File: src/rtl/perf_ctrl.sv
// Performance measurement controller: counts cycles and retired instructions
// between start and halt, then derives CPI with a serial restoring divider.
// Optional watchdog enabled by defining PERF_WATCHDOG_EN.
module perf_ctrl #(
  parameter int unsigned CYCLE_LIMIT = 100000
) (
  input  logic        clk,
  input  logic        rst_n,
  input  logic        start,
  input  logic        isHalt,
  input  logic        W_v,
  input  logic [15:0] numIns,
  output logic        running,
  output logic        busy,
  output logic        done,
  output logic [31:0] cycles,
  output logic [31:0] instrs,
  output logic [31:0] cpi,
  output logic        cpiValid,
  output logic        timeout
);

  localparam int unsigned W     = 32;
  localparam int unsigned CNT_W = 5;

`ifdef PERF_WATCHDOG_EN
  localparam bit WD_EN = 1'b1;
`else
  localparam bit WD_EN = 1'b0;
`endif

  localparam logic [W-1:0] LIMIT   = W'(CYCLE_LIMIT);
  localparam logic [W-1:0] CYC_CAP = WD_EN ? LIMIT : {W{1'b1}};

  typedef enum logic [1:0] {IDLE, RUN, DIV, DONE} state_t;

  state_t           state, state_nxt;
  logic             div_load;
  logic [W-1:0]     quo;
  logic [W-1:0]     rem;
  logic [CNT_W-1:0] bit_cnt;

  logic             wd_hit;
  logic [W-1:0]     cycles_inc;
  logic [W:0]       rem_sh;
  logic             rem_ge;
  logic [W-1:0]     rem_nxt;
  logic [W-1:0]     quo_nxt;

  // Cycle counter clamps at the limit; with the watchdog on, a halt that
  // coincides with the limit still keeps cycles within CYCLE_LIMIT.
  always_comb begin
    wd_hit     = WD_EN && (cycles == LIMIT);
    cycles_inc = (cycles == CYC_CAP) ? cycles : cycles + W'(1);
  end

  // One restoring-division step: shift in next dividend bit, subtract if it fits.
  always_comb begin
    rem_sh  = {rem, quo[W-1]};
    rem_ge  = (rem_sh >= (W+1)'(instrs));
    rem_nxt = rem_ge ? W'(rem_sh - (W+1)'(instrs)) : W'(rem_sh);
    quo_nxt = {quo[W-2:0], rem_ge};
  end

  always_ff @(posedge clk or negedge rst_n) begin
    if (!rst_n) state <= IDLE;
    else        state <= state_nxt;
  end

  always_comb begin
    state_nxt = state;
    case (state)
      IDLE, DONE: if (start) state_nxt = RUN;
      RUN:        if (isHalt || wd_hit) state_nxt = DIV;
      DIV: begin
        if (div_load) begin
          if (instrs == '0) state_nxt = DONE;
        end else if (bit_cnt == CNT_W'(W-1)) begin
          state_nxt = DONE;
        end
      end
      default:    state_nxt = IDLE;
    endcase
  end

  // Status flags registered from the next state so they track the FSM exactly.
  always_ff @(posedge clk or negedge rst_n) begin
    if (!rst_n) begin
      running <= 1'b0;
      busy    <= 1'b0;
      done    <= 1'b0;
    end else begin
      running <= (state_nxt == RUN);
      busy    <= (state_nxt == RUN) || (state_nxt == DIV);
      done    <= (state_nxt == DONE);
    end
  end

  always_ff @(posedge clk or negedge rst_n) begin
    if (!rst_n) begin
      cycles   <= '0;
      instrs   <= '0;
      cpi      <= '0;
      cpiValid <= 1'b0;
      timeout  <= 1'b0;
      div_load <= 1'b0;
      quo      <= '0;
      rem      <= '0;
      bit_cnt  <= '0;
    end else begin
      case (state)
        IDLE, DONE: begin
          if (start) begin
            cycles   <= '0;
            instrs   <= '0;
            cpi      <= '0;
            cpiValid <= 1'b0;
            timeout  <= 1'b0;
          end
        end
        RUN: begin
          div_load <= 1'b1;
          if (isHalt || !wd_hit) begin
            cycles <= cycles_inc;
            if (W_v) instrs <= instrs + W'(numIns);
          end else begin
            timeout <= 1'b1;
          end
        end
        DIV: begin
          if (div_load) begin
            div_load <= 1'b0;
            if (instrs == '0) begin
              cpi <= {W{1'b1}};
            end else begin
              quo     <= cycles;
              rem     <= '0;
              bit_cnt <= '0;
            end
          end else begin
            quo     <= quo_nxt;
            rem     <= rem_nxt;
            bit_cnt <= bit_cnt + CNT_W'(1);
            if (bit_cnt == CNT_W'(W-1)) begin
              cpi      <= quo_nxt;
              cpiValid <= 1'b1;
            end
          end
        end
        default: ;
      endcase
    end
  end

endmodule

File: config.mk
export PLATFORM = sky130hd
export DESIGN_NAME = perf_ctrl
export DESIGN_NICKNAME = d
export VERILOG_FILES = /design/src/rtl/perf_ctrl.sv
export SDC_FILE = /design/constraint.sdc
export NUM_CORES = 1
export LEC_CHECK = 0
export CORE_AREA = 2 2 191 193
export DETAILED_ROUTE_END_ITERATION = 10
export DIE_AREA = 0 0 193 195
export HOLD_SLACK_MARGIN = 0.05
export REMOVE_ABC_BUFFERS = 1
export SYNTH_ARGS = -nofsm -noshare
export SYNTH_HDL_FRONTEND = slang
export SYNTH_SLANG_ARGS = --single-unit
export TNS_END_PERCENT = 20
File: constraint.sdc
create_clock -name clk -period 6.6 [get_ports clk]
set_input_delay 0.99 -clock clk [delete_from_list [all_inputs] [get_ports clk]]
set_output_delay 0.99 -clock clk [all_outputs]
set_load 0.01 [all_outputs]
==> results.py, run 1 <==
metrics = {
    "timing": {
        "max_slew_margin": 0.304,
        "finalHoldViolations": 0,
        "fmax_mhz": 269,
        "worst_pin_slew_ns": 1.04,
        "final.setup.tns_ns": 0,
        "grt_setup_unrepaired": "no",
        "setup_viol": 0,
        "drv_slew": 0,
        "setup_ws_ns": 2.89,
        "fin_crit_ns": 3.71,
        "min_period_over_period": 0.563,
        "skew_ns": 0.0163,
    },
    "global_routing": {
        "grt_pass1_vias": 8667,
        "antenna_found_initial": 0,
        "grt_pass1_wl_um": 47500,
        "grt_overflow": 0,
        "grt_util_all_layers": 0.158,
        "grt_max_degree": 106,
    },
    "critical_path": {
        "start_kind": "input port",
        "cpLargestDelayFamily": "compound AO/OA/AOI/OAI gates",
        "cp_data_arrival_time_ns": 4.10,
        "required_ns": 6.98,
        "timing.critical_path.buf_inv": 1,
        "crit_fanout": 7,
        "criticalPathCategory": "input port to register",
        "cpMaxStageDelayCell": "fa_1",
        "cp_cell_sequence": "clkdlybuf4s50_1 > ha_1 > fa_1 > a211oi_1 > o21ai_1 > o41ai_1 > a21boi_1 > o221ai_1 > a21oi_1 > a211o_1 > nand2_1",
        "max_stage_delay_ns": 0.43,
        "end_kind": "register",
        "r2r_setup_slack_ns": 2.89,
    },
    "die": {
        "die_x_um": 193,
        "row_count": 69,
        "die_area_mm2": 0.0376,
        "initial_core_util": 0.298,
        "die_h_um": 195,
        "ioPinCount": 122,
        "coreArea_mm2": 0.0354,
    },
    "power": {
        "p_int_mw": 3.66,
        "power_frac_seq": 0.205,
        "pwr-share-clk": 0.153,
        "switching_share": 0.475,
        "p_switching_mw": 3.31,
        "leakage_nw": 5.85,
        "ir_drop_mv": 0.468,
        "p_comb_frac": 0.642,
        "power_density_mw_per_mm2": 546,
    },
    "cts": {
        "cts_buffer_depth": 2,
        "cts_resized": 0,
        "insertion_delay_ns": 0.45,
        "path_clk_slew_ns": 0.07,
        "cts_buffers": 17,
        "cts_setup_buffers": 0,
        "root_buffer": "clkbuf_16",
        "htree_levels": 4,
        "cts_tree": "built",
        "cts_hold_buf": 0,
        "cts_sinks": 172,
    },
    "route": {
        "dr.first_iter.drc_count": 477,
        "via_per_inst": 5.14,
        "drtAntennaViolNets": 0,
        "routed_wl_um": 29100,
        "drc": 0,
        "avgRoutedWirePerCell_um": 16.5,
        "vias": 9041,
        "drtPass1Iterations": 4,
    },
    "yosys": {
        "synth_top_area_frac": 0.408,
        "ys_warn_count": 0,
        "synth_seq_area_share": 0.408,
        "syn_inst": 1199,
        "async_reset_ff_frac": 1.00,
        "synthTopCellsByArea": "dfrtp_1 41%, ha_1 6.5%, nand2_1 5.6%",
        "synth_edf_count": 0,
        "netlist_area_mm2": 0.0106,
        "yosys.area.top_type": "dfrtp_1",
        "synth-seq-cells": 172,
        "synthFlopType": "dfrtp_1",
        "syn_avg_cell_area_um2": 8.81,
        "yosysUniqueCellTypes": 69,
    },
    "cells_and_area": {
        "area_growth_syn_to_layout_pct": 20.9,
        "drive_gt1_frac": 0.0455,
        "nFillCells": 3629,
        "nNetsFinal": 1363,
        "diodes": 0,
    },
    "flow_run": {
        "maxCapViolCount": 0,
    },
    "place": {
        "hpwl_um": 21000,
        "gp_congestion": 0.892,
        "port_buffers": 120,
        "dpl_worst_slack_ns": 2.45,
    },
    "min_path": {
        "worstHoldPathType": "register to register",
    },
    "status": {
        "outcome": "finished clean",
    },
}
-- cell usage after synthesis (3+ instances only) --
| cell | count |
|---|---|
| nand2b_1 | 7 |
| nor2_1 | 99 |
| xnor2_1 | 35 |
| o31ai_1 | 6 |
| clkbuf_1 | 52 |
| or3_1 | 4 |
| nor2b_1 | 12 |
| or2_2 | 3 |
| buf_4 | 3 |
| nand3_1 | 57 |
| xor2_1 | 42 |
| dfrtp_1 | 172 |
| a32oi_1 | 11 |
| inv_1 | 50 |
| o41ai_1 | 3 |
| and2_1 | 7 |
| a21oi_1 | 43 |
| o21a_1 | 9 |
| and4_1 | 5 |
| a211oi_1 | 7 |
| o21ai_0 | 104 |
| nor3_1 | 15 |
| and3_1 | 18 |
| a31oi_1 | 7 |
| o31ai_2 | 3 |
| o211ai_1 | 7 |
| mux2i_1 | 55 |
| nor4_1 | 14 |
| nand4_1 | 26 |
| ha_1 | 55 |
| nand2_1 | 158 |
| o21ai_1 | 34 |
| a21o_1 | 27 |
-- flip-flops by register name (all words and copies together) (netlist names) --
signal and cells:
cpi 32, cycles 32, instrs 32, quo 32
rem 32, bit_cnt 5, state 2, busy 1
cpiValid 1, div_load 1, done 1, running 1
-- cell families after synthesis --
group / count (synthesis) / share of synthesized area
AO/OA/AOI/OAI: 289 / 0.170
XOR/XNOR: 77 / 0.0639
adder cells (fa/ha/maj): 57 / 0.0689
buffers and inverters: 111 / 0.0434
flip-flops: 172 / 0.408
multiplexers: 57 / 0.0543
other: 1 / 0.000355
AND/OR/NAND/NOR: 435 / 0.192
-- final timing paths --
check	start	depth (start not counted)	end
min reg2reg	cpi[17]$_DFFE_PN0P_	2	cpi[17]$_DFFE_PN0P_
max	numIns[0]	11	instrs[30]$_DFFE_PN0P_
max reg2reg	instrs[1]$_DFFE_PN0P_	11	rem[10]$_DFFE_PN0P_
max in group asynchronous	rst_n	2	instrs[11]$_DFFE_PN0P_
min in group asynchronous	rst_n	1	cpi[8]$_DFFE_PN0P_
min	cpi[17]$_DFFE_PN0P_	2	cpi[17]$_DFFE_PN0P_
-- power groups by stage --
| stage | Sequential (mW) | Combinational (mW) | Clock, mW |
|---|---|---|---|
| floorplan | 1.47 | 3.22 | 0 |
| global placement | 1.44 | 4.42 | 0 |
| detailed placement | 1.45 | 4.45 | 0 |
| CTS | 1.43 | 4.47 | 1.09 |
| global route | 1.46 | 4.92 | 1.13 |
| finish | 1.43 | 4.47 | 1.07 |
-- through the flow --
| step | hold WS, ns | cells | utilization | cell area (µm²) | power [mW] |
|---|---|---|---|---|---|
| after detailed placement | 0.469 | 1727 | 0.343 | 12200 | 5.89 |
| after global placement | 0.461 | 1727 | 0.343 | 12200 | 5.86 |
| final | 0.478 | 1759 | 0.361 | 12800 | 6.97 |
| after CTS | 0.485 | 1759 | 0.361 | 12800 | 6.99 |
| after floorplan | 0.450 | 1138 | - | 10300 | 4.69 |
| after global routing | 0.512 | 1759 | 0.361 | 12800 | 7.51 |
-- worst reg2reg max path, stage by stage, from the launching register on --
cell       delay [ns]
dfrtp_1          0.53
inv_1            0.10
ha_1             0.31
nor2b_1          0.15
o2111ai_1        0.25
a21oi_2          0.16
a211oi_4         0.34
nor3_2           0.11
o31ai_4          0.82
buf_4            0.44
mux2i_1          0.27
o21ai_1          0.08
-- area by class of cell --
| class | count | area, µm² | share of cell area |
|---|---|---|---|
| multi-input cells | 916 | 5820 | 0.456 |
| flip-flops and latches | 172 | 4310 | 0.337 |
| repair buffers | 128 | 1260 | 0.0989 |
| well taps | 461 | 577 | 0.0452 |
| clock buffers | 20 | 467 | 0.0366 |
| inverters | 50 | 188 | 0.0147 |
| clock inverters | 12 | 146 | 0.0115 |
-- routing by layer --
layer  track usage  vias up  wire [µm]
met5             0        -          0
met4        0.0362        0        363
met3        0.0264       26       1200
met2         0.251      207      13300
met1         0.223     4379      14300
li1              -     4429          -
-- layout by cell type, fill, tap and decap left out, types with 4 or more instances in the layout --
cell type	instances
dfrtp_1	171
nand2_1	158
clkdlybuf4s50_1	119
o21ai_0	104
nor2_1	98
nand3_1	57
mux2i_1	55
ha_1	55
inv_1	50
a21oi_1	43
xor2_1	42
xnor2_1	35
o21ai_1	34
a21o_1	27
nand4_1	26
and3_1	18
clkbuf_16	17
nor3_1	15
nor4_1	14
nor2b_1	12
a32oi_1	11
o21a_1	9
buf_4	8
a211oi_1	7
and2_1	7
a31oi_1	7
o211ai_1	7
nand2b_1	6
o31ai_1	6
and4_1	5
or3_1	4
inv_6	4
No activity file was read; power rests on OpenSTA's default activity.
==> run 2, diff against run 1 <==
==> constraint.sdc (replaced) <==
create_clock -name clk -period 3.65 [get_ports clk]
set_input_delay 0.5475 -clock clk [delete_from_list [all_inputs] [get_ports clk]]
set_output_delay 0.5475 -clock clk [all_outputs]
set_load 0.01 [all_outputs]
==> run 2 against run 1 <==
Against the previous run:
- routed wire length increased by 1.1%
- global-route usage hardly changed
- core utilization is 0.44 points higher
- combinational power rose by 87%
- die area unchanged
- total power rose by 84%
- hold slack got worse by 0.42 ns
- largest cell class unchanged
- largest power group unchanged
==> results.py, run 2 (synthesis results as in run 1) <==
metrics = {
    "power": {
        "power_density_mw_per_mm2": 991,
        "ir_drop_mv": 0.895,
        "leakage_nw": 5.94,
        "power_mw": 12.8,
    },
    "global_routing": {
        "grt_overflow": 0,
        "grt_util_all_layers": 0.158,
        "grt_pass1_vias": 8709,
        "grt_pass1_wl_um": 47700,
        "antenna_found_initial": 0,
        "grt_max_degree": 68,
    },
    "route": {
        "drc": 0,
        "routed_wl_um": 29400,
        "via_per_inst": 5.11,
        "dr.first_iter.drc_count": 501,
        "drtAntennaViolNets": 0,
        "drtPass1Iterations": 5,
        "avgRoutedWirePerCell_um": 16.6,
        "vias": 9076,
    },
    "critical_path": {
        "cpMostUsedCell": "a21o_1",
        "cpLargestDelayFamily": "compound AO/OA/AOI/OAI gates",
        "end_kind": "register",
        "rr_startpoint": "instrs[16]$_DFFE_PN0P_",
        "criticalPathCategory": "register to register",
        "crit_fanout": 9,
        "required_ns": 3.96,
        "timing.critical_path.buf_inv": 1,
        "cp_data_arrival_time_ns": 3.51,
        "cpMaxStageDelayCell": "dfrtp_1",
        "max_stage_delay_ns": 0.50,
        "start_kind": "register",
        "crit_start": "instrs[16]$_DFFE_PN0P_",
        "cp_cell_sequence": "inv_1 > ha_1 > a21o_1 > a21o_1 > a2111o_1 > a311oi_2 > o21ai_1 > a311o_1 > a21oi_1 > o31ai_2",
    },
    "cts": {
        "cts_resized": 0,
        "insertion_delay_ns": 0.44,
        "cts_buffer_depth": 2,
        "cts_buffers": 17,
        "cts_sinks": 172,
        "cts_setup_buffers": 0,
        "root_buffer": "clkbuf_16",
        "cts_hold_buf": 0,
        "path_clk_slew_ns": 0.07,
        "htree_levels": 4,
        "cts_tree": "built",
    },
    "flow_run": {
        "maxCapViolCount": 0,
    },
    "cells_and_area": {
        "drive_gt1_frac": 0.0578,
        "final_util": 0.365,
        "nNetsFinal": 1380,
        "layout_commonest_cell": "dfrtp_1",
        "final_cells": 1777,
        "mostFrequentLayoutCells": "171 x dfrtp_1, 158 x nand2_1, 119 x clkdlybuf4s50_1",
        "design_area_mm2": 0.0129,
        "nFillCells": 3614,
        "area_growth_syn_to_layout_pct": 22.4,
    },
    "timing": {
        "setup_viol": 0,
        "holdWs_ns": 0.0583,
        "setup_ws_ns": 0.453,
        "final.setup.tns_ns": 0,
        "fin_crit_ns": 3.20,
        "fmax_mhz": 313,
        "finalHoldViolations": 0,
        "skew_ns": 0.0158,
        "worst_pin_slew_ns": 0.865,
        "min_period_over_period": 0.876,
        "max_slew_margin": 0.423,
        "grt_setup_unrepaired": "no",
        "drv_slew": 0,
    },
    "place": {
        "gp_congestion": 0.885,
        "port_buffers": 120,
        "dpl_worst_slack_ns": 0.0745,
        "dpl.cell_count": 1744,
        "hpwl_um": 21800,
        "placed_area_mm2": 0.0123,
    },
    "die": {
        "die_h_um": 195,
        "die_x_um": 193,
        "row_count": 69,
        "initial_core_util": 0.298,
        "ioPinCount": 122,
        "coreArea_mm2": 0.0354,
        "die_area_mm2": 0.0376,
    },
    "min_path": {
        "worstHoldPathType": "input port to asynchronous set/reset pin",
    },
    "status": {
        "outcome": "finished clean",
    },
}
-- run 2: cell count changes in the layout (fill, tap and decap cells not counted), sizes merged --
cell      previous run  this run
buf                  9        26
clkbuf              20        18
clkinv               2         4
inv                 56        58
bufinv               2         1
clkinvlp             2         1
diode                0         1
-- run 2: worst paths after layout --
| kind | slack (ns) | cells after the start | end |
|---|---|---|---|
| setup / recovery | 0.45 | 10 | rem[27]$_DFFE_PN0P_ |
| hold / removal | 0.06 | 1 | cpi[8]$_DFFE_PN0P_ |
| setup reg to reg | 0.45 | 10 | rem[27]$_DFFE_PN0P_ |
| hold reg to reg | 0.48 | 2 | cpi[13]$_DFFE_PN0P_ |
| max in group asynchronous | 2.70 | 2 | cycles[20]$_DFFE_PN0P_ |
| min in group clk | 0.48 | 2 | cpi[13]$_DFFE_PN0P_ |
-- run 2: where the power goes --
part           switching (mW)  internal (mW)
Combinational            4.88           3.48
Clock                   0.872          0.988
Sequential              0.334           2.25
-- run 2: layout make-up --
class / instances / area (µm²) / area share
multi-input cells: 916 / 5820 / 0.451
well taps: 461 / 577 / 0.0446
repair buffers: 145 / 1440 / 0.111
diodes: 1 / 2.50 / 0.000194
clock inverters: 14 / 150 / 0.0116
clock buffers: 18 / 439 / 0.0340
inverters: 50 / 188 / 0.0145
flip-flops and latches: 172 / 4310 / 0.333
-- run 2: layer usage --
metal / up-vias / global-route usage / share of wire
met5: - / 0 / 0
met4: 0 / 0.0342 / 0.011
met3: 22 / 0.0257 / 0.050
met2: 224 / 0.250 / 0.46
met1: 4380 / 0.227 / 0.48
li1: 4450 / - / -
==> run 3, diff against run 2 <==
--- a/config.mk
+++ b/config.mk
@@ -9,7 +9,7 @@
 export DETAILED_ROUTE_END_ITERATION = 10
 export DIE_AREA = 0 0 193 195
 export HOLD_SLACK_MARGIN = 0.05
-export REMOVE_ABC_BUFFERS = 1
+export SKIP_LAST_GASP = 1
 export SYNTH_ARGS = -nofsm -noshare
 export SYNTH_HDL_FRONTEND = slang
 export SYNTH_SLANG_ARGS = --single-unit
==> constraint.sdc (replaced) <==
create_clock -name clk -period 2.9 [get_ports clk]
set_input_delay 0.435 -clock clk [delete_from_list [all_inputs] [get_ports clk]]
set_output_delay 0.435 -clock clk [all_outputs]
set_load 0.01 [all_outputs]
==> run 3 against run 2 <==
Against the previous run:
- non-clock buffer count rose by 80
- critical path type unchanged
- worst setup slack got worse by 0.34 ns
- combinational power rose by 57%
- hold slack improved by 0.42 ns
- clock skew fell by 0.0042 ns
- routed wire length rose by 6.7%
- clock power rose by 27%
- critical path depth rose by 2
- clock-buffer cell count fell by 1
==> results.py, run 3 (synthesis results as in run 1) <==
metrics = {
    "power": {
        "p_switching_mw": 8.52,
        "power_density_mw_per_mm2": 1360,
        "ir_drop_mv": 1.29,
        "p_comb_frac": 0.703,
        "power_mw": 18.7,
        "pwr-share-clk": 0.127,
        "leakage_nw": 6.36,
        "power_frac_seq": 0.170,
        "switching_share": 0.456,
        "p_int_mw": 10.1,
    },
    "timing": {
        "grt_setup_unrepaired": "yes",
        "fin_crit_ns": 2.79,
        "finalHoldViolations": 0,
        "drv_slew": 0,
        "worst_pin_slew_ns": 0.863,
        "max_slew_margin": 0.425,
        "skew_ns": 0.0116,
        "min_period_over_period": 0.961,
        "fmax_mhz": 359,
        "setup_viol": 0,
    },
    "critical_path": {
        "cpMaxStageDelayCell": "dfrtp_2",
        "cp_cell_sequence": "inv_1 > ha_1 > nor2b_1 > o2111ai_1 > a21oi_2 > a211oi_4 > nor3_4 > o31ai_4 > buf_4 > buf_12 > mux2i_1 > o21ai_1",
        "crit_fanout": 13,
        "max_stage_delay_ns": 0.44,
        "start_kind": "register",
        "r2r_setup_slack_ns": 0.11,
        "cpLargestDelayFamily": "compound AO/OA/AOI/OAI gates",
        "timing.critical_path.buf_inv": 3,
        "required_ns": 3.21,
        "end_kind": "register",
        "cp_data_arrival_time_ns": 3.10,
        "criticalPathCategory": "register to register",
    },
    "cells_and_area": {
        "design_area_mm2": 0.0137,
        "diodes": 0,
        "final_cells": 1856,
        "layout_commonest_cell": "dfrtp_1",
        "drive_gt1_frac": 0.127,
        "mostFrequentLayoutCells": "165 x dfrtp_1, 157 x nand2_1, 119 x clkdlybuf4s50_1",
        "area_growth_syn_to_layout_pct": 29.5,
        "nNetsFinal": 1460,
    },
    "die": {
        "row_count": 69,
        "die_x_um": 193,
        "die_h_um": 195,
        "die_area_mm2": 0.0376,
        "initial_core_util": 0.298,
        "ioPinCount": 122,
        "coreArea_mm2": 0.0354,
    },
    "cts": {
        "htree_levels": 4,
        "cts_buffers": 17,
        "insertion_delay_ns": 0.44,
        "cts_buffer_depth": 2,
        "path_clk_slew_ns": 0.07,
        "cts_tree": "built",
        "root_buffer": "clkbuf_16",
        "cts_sinks": 172,
    },
    "status": {
        "outcome": "finished clean",
    },
    "place": {
        "gp_congestion": 0.899,
        "dpl.cell_count": 1817,
        "hpwl_um": 23000,
        "port_buffers": 120,
        "placed_area_mm2": 0.0129,
    },
    "route": {
        "drc": 0,
        "dr.first_iter.drc_count": 534,
        "vias": 9500,
        "avgRoutedWirePerCell_um": 16.9,
        "drtAntennaViolNets": 0,
        "drtPass1Iterations": 5,
        "via_per_inst": 5.12,
        "routed_wl_um": 31400,
    },
    "global_routing": {
        "grt_util_all_layers": 0.167,
        "grt_overflow": 0,
        "grt_pass1_vias": 9200,
        "grt_max_degree": 66,
        "grt_pass1_wl_um": 49600,
        "antenna_found_initial": 0,
    },
    "flow_run": {
        "maxCapViolCount": 0,
    },
    "yosys": {
        "synthesis.nets": 1277,
    },
    "min_path": {
        "worstHoldPathType": "register to register",
    },
}
run 3: cell types whose count changed in the layout (fill, tap and decap cells not counted), sizes merged:
cell,change
clkinv,+3
buf,+78
dlygate4sd3,+1
diode,-1
inv,-2
run 3: per-stage QoR:
stage               hold WS, ns  worst slack, ns  TNS [ns]  utilization
floorplan                 0.139            0.182         0            -
global placement          0.439           -0.530     -4.45        0.364
detailed placement        0.440           -0.579     -5.18        0.364
CTS                       0.486         -0.00424  -0.00424        0.383
global route              0.503          -0.0290   -0.0707        0.386
finish                    0.479            0.113         0        0.386
run 3: power by group through the flow:
stage	sequential, mW	combinational (mW)	clock [mW]
floorplan	3.27	7.96	0
global placement	3.21	11.9	0
detailed placement	3.22	12.0	0
CTS	3.18	12.2	2.43
global route	3.23	14.2	2.54
finish	3.18	13.1	2.37
run 3: final timing paths:
kind                                       start             endpoint  cells after the start
min in group asynchronous                  rst_n   quo[7]$_DFFE_PN0P_                      2
setup reg to reg           instrs[1]$_DFFE_PN0P_   rem[5]$_DFFE_PN0P_                     12
max in group asynchronous                  rst_n  quo[18]$_DFFE_PN0P_                      3
hold reg to reg               cpi[9]$_DFFE_PN0P_   cpi[9]$_DFFE_PN0P_                      2
hold / removal                cpi[9]$_DFFE_PN0P_   cpi[9]$_DFFE_PN0P_                      2
setup / recovery           instrs[1]$_DFFE_PN0P_   rem[5]$_DFFE_PN0P_                     12
run 3: metal layers:
metal  track usage  up-vias  wire, µm
li1              -     4616         -
met1         0.231     4590     14800
met2         0.267      252     14400
met3        0.0271       42      1520
met4        0.0525        0       689
met5             0        -         0
run 3: final cells by class:
type / count / area [µm²]
Fill cell: 3595 / 21700
Multi-Input combinational cell: 916 / 5930
Sequential cell: 172 / 4310
Timing Repair Buffer: 225 / 2070
Tap cell: 461 / 577
Clock buffer: 17 / 425
Inverter: 50 / 188
Clock inverter: 15 / 179
run 3: tightest hold or removal path: stages, from the launching register on:
cell     delay (ns)
dfrtp_1        0.34
nand2_1        0.04
o21ai_0        0.06
run 3: timing repair:
item                       CTS  global route
setup endpoints to repair   16            41
cloned                       0             1
setup buffers                0             5
hold endpoints to repair    53             0
hold buffers                 1             0
resized for setup            7            21
pin swaps                    2             9
